File: src/rtl/mips_pkg.sv
// Shared definitions for the MIPS pipeline control path:
// sequencer state encoding and the NOP control bus loaded on a bubble.
package mips_pkg;

   localparam logic [1:0] ST_RUN      = 2'd0;
   localparam logic [1:0] ST_DBG_WAIT = 2'd1;
   localparam logic [1:0] ST_DRAIN    = 2'd2;
   localparam logic [1:0] ST_HALTED   = 2'd3;

   typedef enum logic [1:0] {
      RUN      = ST_RUN,
      DBG_WAIT = ST_DBG_WAIT,
      DRAIN    = ST_DRAIN,
      HALTED   = ST_HALTED
   } state_t;

   localparam logic [8:0] NOP_EX  = 9'b0;
   localparam logic [7:0] NOP_MEM = 8'b0;
   localparam logic [1:0] NOP_WB  = 2'b0;

   typedef struct packed {
      logic [8:0] ex;
      logic [7:0] mem;
      logic [1:0] wb;
   } ctrl_bus_t;

   localparam ctrl_bus_t NOP_CTRL = '{ex: NOP_EX, mem: NOP_MEM, wb: NOP_WB};

   // ID/EX control input: decoded bus, or all-zero NOP when bubbling
   function automatic ctrl_bus_t bubble_mux(input logic bubble,
                                            input ctrl_bus_t ctrl);
      return bubble ? NOP_CTRL : ctrl;
   endfunction

endpackage

File: src/rtl/load_use_detector.sv
// Flags an IF/ID instruction reading the register a load in ID/EX
// is about to write; r0 never creates a hazard.
module load_use_detector #(
   parameter int NB = 5
) (
   input  logic          mem_read,
   input  logic [NB-1:0] rt_ex,
   input  logic [NB-1:0] rs_id,
   input  logic [NB-1:0] rt_id,
   output logic          load_use
);

   assign load_use = mem_read
                   & (rt_ex != '0)
                   & ((rt_ex == rs_id) | (rt_ex == rt_id));

endmodule

File: src/rtl/pipeline_control.sv
// Stall/flush/halt sequencer with debug single-step for the 5-stage pipe.
// Define PIPE_CTRL_PERF_EN to build the cycle and stall counters.
module pipeline_control
   import mips_pkg::*;
#(
   parameter int len          = 32,
   parameter int NB           = $clog2(len),
   parameter int DRAIN_CYCLES = 3
) (
   input  logic           clk,
   input  logic           reset,
   input  logic           in_mem_read_2_3,
   input  logic [NB-1:0]  in_rt_2_3,
   input  logic [NB-1:0]  in_rs_1_2,
   input  logic [NB-1:0]  in_rt_1_2,
   input  logic           in_branch_taken,
   input  logic           in_halt,
   input  logic           in_debug_mode,
   input  logic           in_step,
   output logic           pc_enable,
   output logic           if_id_enable,
   output logic           id_ex_bubble,
   output logic           flush_if_id,
   output logic           flush_id_ex,
   output logic           flush_ex_mem,
   output logic           halted,
   output logic [len-1:0] cycle_count,
   output logic [len-1:0] stall_count
);

   localparam int DW = (DRAIN_CYCLES > 2) ? $clog2(DRAIN_CYCLES) : 1;
   localparam logic [DW-1:0] DRAIN_LOAD = DW'(DRAIN_CYCLES - 1);

   state_t        state, state_n;
   logic [DW-1:0] drain_cnt, drain_n;
   logic          step_q;
   logic          step_pulse;
   logic          run_rules;
   logic          load_use;

   load_use_detector #(.NB(NB)) u_lud (
      .mem_read (in_mem_read_2_3),
      .rt_ex    (in_rt_2_3),
      .rs_id    (in_rs_1_2),
      .rt_id    (in_rt_1_2),
      .load_use (load_use)
   );

   assign step_pulse = in_step & ~step_q;
   // a single-step request lets DBG_WAIT behave like RUN for one cycle
   assign run_rules  = (state == RUN)
                     | ((state == DBG_WAIT) & step_pulse);

   always_comb begin
      state_n      = state;
      drain_n      = drain_cnt;
      pc_enable    = 1'b1;
      if_id_enable = 1'b1;
      id_ex_bubble = 1'b0;
      flush_if_id  = 1'b0;
      flush_id_ex  = 1'b0;
      flush_ex_mem = 1'b0;
      unique case (state)
         RUN, DBG_WAIT: begin
            if (state == DBG_WAIT && !in_debug_mode)
               state_n = RUN;
            if (!run_rules) begin
               pc_enable    = 1'b0;
               if_id_enable = 1'b0;
            end else if (in_branch_taken) begin
               flush_if_id  = 1'b1;
               flush_id_ex  = 1'b1;
               flush_ex_mem = 1'b1;
            end else if (load_use) begin
               pc_enable    = 1'b0;
               if_id_enable = 1'b0;
               id_ex_bubble = 1'b1;
            end else if (in_halt) begin
               pc_enable    = 1'b0;
               if_id_enable = 1'b0;
               drain_n      = DRAIN_LOAD;
               state_n      = DRAIN;
            end else if (state == RUN && in_debug_mode && !step_pulse) begin
               pc_enable    = 1'b0;
               if_id_enable = 1'b0;
               state_n      = DBG_WAIT;
            end
         end
         DRAIN: begin
            if (in_branch_taken) begin
               flush_if_id  = 1'b1;
               flush_id_ex  = 1'b1;
               flush_ex_mem = 1'b1;
               state_n      = RUN;
            end else begin
               pc_enable    = 1'b0;
               if_id_enable = 1'b0;
               id_ex_bubble = 1'b1;
               if (drain_cnt == '0)
                  state_n = HALTED;
               else
                  drain_n = drain_cnt - 1'b1;
            end
         end
         HALTED: begin
            pc_enable    = 1'b0;
            if_id_enable = 1'b0;
            id_ex_bubble = 1'b1;
         end
      endcase
   end

   always_ff @(posedge clk or posedge reset) begin
      if (reset) begin
         state     <= RUN;
         drain_cnt <= '0;
         step_q    <= 1'b0;
         halted    <= 1'b0;
      end else begin
         state     <= state_n;
         drain_cnt <= drain_n;
         step_q    <= in_step;
         halted    <= (state_n == HALTED);
      end
   end

`ifdef PIPE_CTRL_PERF_EN
   logic           stall_hit;
   logic           cyc_hit;
   logic [len-1:0] cyc_q;
   logic [len-1:0] stall_q;

   assign stall_hit = run_rules & ~in_branch_taken & load_use;
   assign cyc_hit   = run_rules | (state == DRAIN);

   always_ff @(posedge clk or posedge reset) begin
      if (reset) begin
         cyc_q   <= '0;
         stall_q <= '0;
      end else begin
         if (cyc_hit)
            cyc_q <= cyc_q + len'(1);
         if (stall_hit)
            stall_q <= stall_q + len'(1);
      end
   end

   assign cycle_count = cyc_q;
   assign stall_count = stall_q;
`else
   assign cycle_count = '0;
   assign stall_count = '0;
`endif

endmodule

File: config.mk
export PLATFORM = sky130hd
export DESIGN_NAME = pipeline_control
export DESIGN_NICKNAME = d
export VERILOG_FILES = /design/src/rtl/mips_pkg.sv /design/src/rtl/load_use_detector.sv /design/src/rtl/pipeline_control.sv
export SDC_FILE = /design/constraint.sdc
export NUM_CORES = 1
export LEC_CHECK = 0
export ABC_AREA = 1
export CAP_MARGIN = 20
export CORE_ASPECT_RATIO = 0.7
export CORE_MARGIN = 3
export CORE_UTILIZATION = 35
export DETAILED_ROUTE_END_ITERATION = 16
export PLACE_DENSITY_LB_ADDON = 0.12
export SLEW_MARGIN = 20
export SYNTH_ARGS = -nofsm -noshare
export SYNTH_HDL_FRONTEND = slang
export SYNTH_SLANG_ARGS = --single-unit
File: constraint.sdc
create_clock -name clk -period 2.8 [get_ports clk]
set_input_delay 0.56 -clock clk [delete_from_list [all_inputs] [get_ports clk]]
set_output_delay 0.56 -clock clk [all_outputs]
set_load 0.05 [all_outputs]
==> impl.org <==
** STA
- Number of failing hold endpoints at the final stage :: 0
- RSZ-0062 raised after global routing :: no
- Min Hold Slack :: between 400 and 500 ps
- Period utilisation layout :: 0.929
- Highest achievable clock rate :: ~380 MHz
- Sum of negative setup slack :: 0 ps
- Setup violations remaining at the end of the flow were counted as 0.
- On the final layout, the worst clock skew is around 1.2 ps.
- Final period demand of the worst path :: between 2000 and 3000 ps
- Transition at the pin with the smallest max-transition slack :: between 400 and 500 ps
- The worst pin sits at a relative slew slack of 0.668.
- The max-slew violation count came to 0.

** Final layout
- Area occupied by registers :: 150 um^2
- Number of nets in the final layout :: about 230
- Proportion of layout cells with a drive suffix above 1 :: 0.109
- Relative to the synthesized area, the layout overhead comes to 16.1%.
- Area occupied by multi-input gates :: 576 um^2
- The number of antenna diodes in the final layout is 0.
- The layout has 310 filler cells.

** Yosys
- Yosys attributes the largest share of cell area to sky130_fd_sc_hd__buf_4 46%, sky130_fd_sc_hd__dfrtp_1 14%, sky130_fd_sc_hd__nand2_1 12%, sky130_fd_sc_hd__inv_1 6.2%, sky130_fd_sc_hd__nor2_1 4.1%.
- The share of synthesized area in the top cell type comes to 0.463.
- Number of warnings printed during yosys synthesis :: 0
- Dividing the synthesized area by the synthesized cell count gives roughly 6.3 um^2.
- After technology mapping, the gate count stands at 172.
- Cell taking the most area after synthesis :: sky130_fd_sc_hd__buf_4
- After synthesis the netlist holds a flip-flop and latch count of 6.
- For this run, the register share of the synthesized area comes to 0.138.
- Synthesis instantiated 18 different standard cells from the library.
- The mapped netlist covers about 1100 um^2.

** Critical path
- Along the worst path, the maximum fanout reaches 3.
- STA classifies the critical path endpoint as an output port.
- STA classifies the critical path startpoint as an input port.
- In this design, the stage delay of the slowest critical-path cell is 520 ps.
- For the worst setup path, the data required time is 2240 ps.
- Type of the worst setup path :: in -> out
- Data arrival time at the worst-slack endpoint :: around 2000 ps
- Critical Path, Cell by Cell :: clkdlybuf4s50_1 -> inv_2 -> nand2_1 -> nand2_1 -> nor2_1 -> nand3_1 -> nand2_2 -> nand2_2 -> nand3_1 -> a21oi_1 -> buf_4 -> buf_12
- Cell type of the slowest stage on the worst timing path :: sky130_fd_sc_hd__clkdlybuf4s50_1

** CTS
- Clock-pin slew reported for the worst setup and hold paths after clock tree synthesis :: 40 ps
- Max H-tree Level :: 1
- Total CTS buffers :: 3
- Number of resized instances in the post-cts repair step :: 0
- Clock Root Buffer :: sky130_fd_sc_hd__clkbuf_8
- TritonCTS built the clock tree.
- Number of hold-repair buffers added at the cts stage :: 0
- In this run the deepest clock path goes through 2 buffers.
- The clock reaches the later pin of the worst-skew pair after around 220 ps.
- Post-CTS setup repair buffer count :: 0
- Total number of clock tree sinks :: 6

** Routing
- The first detailed-routing pass took 4 iterations.
- After detailed routing, the average wire length per cell comes to slightly above 8 um.
- Count of nets left with antenna violations after detail routing :: 0
- The first routing iteration left 16 violations.
- After detailed routing, the number of remaining DRC violations is 0.
- M1 WL :: between 800 and 900 um
- Via Count :: 861
- In this run the top signal layer used is met3.
- After detailed routing, the met2 layer carries 824 um of wire.
- Total detailed-routing wirelength :: between 1.5 and 2 mm
- Number of vias per cell :: about 3.6
- Wire segments on met3 add up to just under 300 um in the final route.

** Global routing
- Global routing finished with a remaining overflow of 0.
- Number of antenna violations at the first check in global routing :: 0
- Global-route wire length before repair :: ~2.9 mm
- Maximum number of pins on one net before global-route repair :: 9
- For this run, the total global-route usage over all layers was measured as 0.0951.
- The number of global-route vias before repair was 687.

** Floorplanning
- Starting Density :: 0.377
- Overall die height :: about 53 um
- Total number of placement rows :: 16
- Total Die Area :: roughly 3800 um^2
- I/O Pins :: 93
- Std-Cell Core Area :: between 2000 and 3000 um^2
- Measured along the x axis, the die boundary spans slightly above 70 um.

** Run status
- Outcome :: completed

** Power
- Static Leakage :: ~0.74 nW
- IR analysis of the VDD net gives a maximum drop of between 0.4 and 0.5 mV.
- PD cells :: between 800 and 900 nW/um^2

** Placed design
- Final weighted congestion in routability-driven placement :: slightly below 0.8
- Number of buffer cells added on primary ports :: 28
- Detailed placement finished with a half-perimeter wire length of 1.78 mm.

** Job
- The tool flagged a number of max-cap violations equal to 0.

** Hold path
- Classification of the worst-slack hold path :: reg -> reg
## cell usage after synthesis
cell type and n:
sky130_fd_sc_hd__o21ai_1 2, sky130_fd_sc_hd__o21ai_0 2, sky130_fd_sc_hd__o31ai_1 1, sky130_fd_sc_hd__nor2_1 12, sky130_fd_sc_hd__nand3_1 6, sky130_fd_sc_hd__inv_2 6, sky130_fd_sc_hd__nand4_1 3, sky130_fd_sc_hd__a21oi_1 4
sky130_fd_sc_hd__nand2_2 5, sky130_fd_sc_hd__conb_1 1, sky130_fd_sc_hd__nor3_1 1, sky130_fd_sc_hd__buf_4 67, sky130_fd_sc_hd__clkinv_1 1, sky130_fd_sc_hd__nand2_1 34, sky130_fd_sc_hd__ha_1 1, sky130_fd_sc_hd__dfrtp_1 6
sky130_fd_sc_hd__xnor2_1 2, sky130_fd_sc_hd__inv_1 18
## cells in the final DEF, fill, tap and decap left out
cell type                         count
sky130_fd_sc_hd__conb_1              64
sky130_fd_sc_hd__o21ai_1              2
sky130_fd_sc_hd__clkinv_1             1
sky130_fd_sc_hd__inv_1               18
sky130_fd_sc_hd__buf_4                2
sky130_fd_sc_hd__nand3_1              6
sky130_fd_sc_hd__nand2_1             34
sky130_fd_sc_hd__xnor2_1              2
sky130_fd_sc_hd__clkbuf_8             3
sky130_fd_sc_hd__dfrtp_1              6
sky130_fd_sc_hd__clkdlybuf4s50_1     22
sky130_fd_sc_hd__o31ai_1              1
sky130_fd_sc_hd__nor3_1               1
sky130_fd_sc_hd__nand2_2              5
sky130_fd_sc_hd__inv_2                6
sky130_fd_sc_hd__buf_12               6
sky130_fd_sc_hd__o21ai_0              2
sky130_fd_sc_hd__nand4_1              3
sky130_fd_sc_hd__a21oi_1              4
sky130_fd_sc_hd__ha_1                 1
sky130_fd_sc_hd__nor2_1              12
## routing by layer
metal	vias to the layer above	GRT usage
li1	448	-
met1	353	0.129
met2	60	0.145
met4	0	0.0184
met3	0	0.0326
met5	-	0
## where the power goes
group	leakage [nW]	internal [mW]	switching, mW
registers	0.0738	0.123	0.0282
clock network	0.0216	0.0925	0.0390
logic	0.649	0.260	0.529
total	0.745	0.475	0.596
## cell type report
cell class	count	share of cell area
tap	36	0.0357
multi-input combinational	137	0.456
timing repair buffer	30	0.282
sequential	6	0.119
clock buffer	3	0.0327
inverter	25	0.0744
## per-stage QoR
step,utilization,cell area [um^2],power [mW],setup slack (ps),instances
after floorplan,-,1320,0.759,59.3,235
after global placement,0.423,1220,0.932,182,234
after detailed placement,0.423,1220,0.938,198,234
after CTS,0.438,1260,1.07,193,237
after global routing,0.438,1260,1.14,34.7,237
final,0.438,1260,1.07,199,237
## cell families (layout without fill, tap and decap cells)
| group | Yosys count | in the layout | synth area share |
|---|---|---|---|
| AO/OA/AOI/OAI | 9 | 9 | 0.0438 |
| XOR/XNOR | 2 | 2 | 0.0161 |
| adder cells (fa/ha/maj) | 1 | 1 | 0.0115 |
| buffers and inverters | 92 | 58 | 0.550 |
| flip-flops | 6 | 6 | 0.138 |
| other | 1 | 64 | 0.00345 |
| AND/OR/NAND/NOR | 61 | 61 | 0.237 |
## worst paths after layout
| path | to | startpoint | slack (ps) | cells past startpoint |
|---|---|---|---|---|
| setup reg to reg | drain_cnt[0] | drain_cnt[0] | 1430 | 6 |
| min in group asynchronous | state[1] | reset | 550 | 2 |
| max in group asynchronous | drain_cnt[0] | reset | 2060 | 2 |
| hold reg to reg | drain_cnt[1] | drain_cnt[1] | 470 | 2 |
| hold / removal | drain_cnt[1] | drain_cnt[1] | 470 | 2 |
| setup / recovery | if_id_enable | in_rt_2_3[1] | 200 | 12 |
## flip-flops by register name, indices dropped and copies added (netlist names)
signal / flops
drain_cnt: 2
halted: 1
step_q: 1
state: 2
## critical path, delay by kind of cell
kind | cells | cell delay, ps
AND/OR/NAND/NOR | 7 | 540
AO/OA/AOI/OAI | 1 | 60
buffers and inverters | 4 | 880
Note: power is estimated with default switching activity, not from simulation.
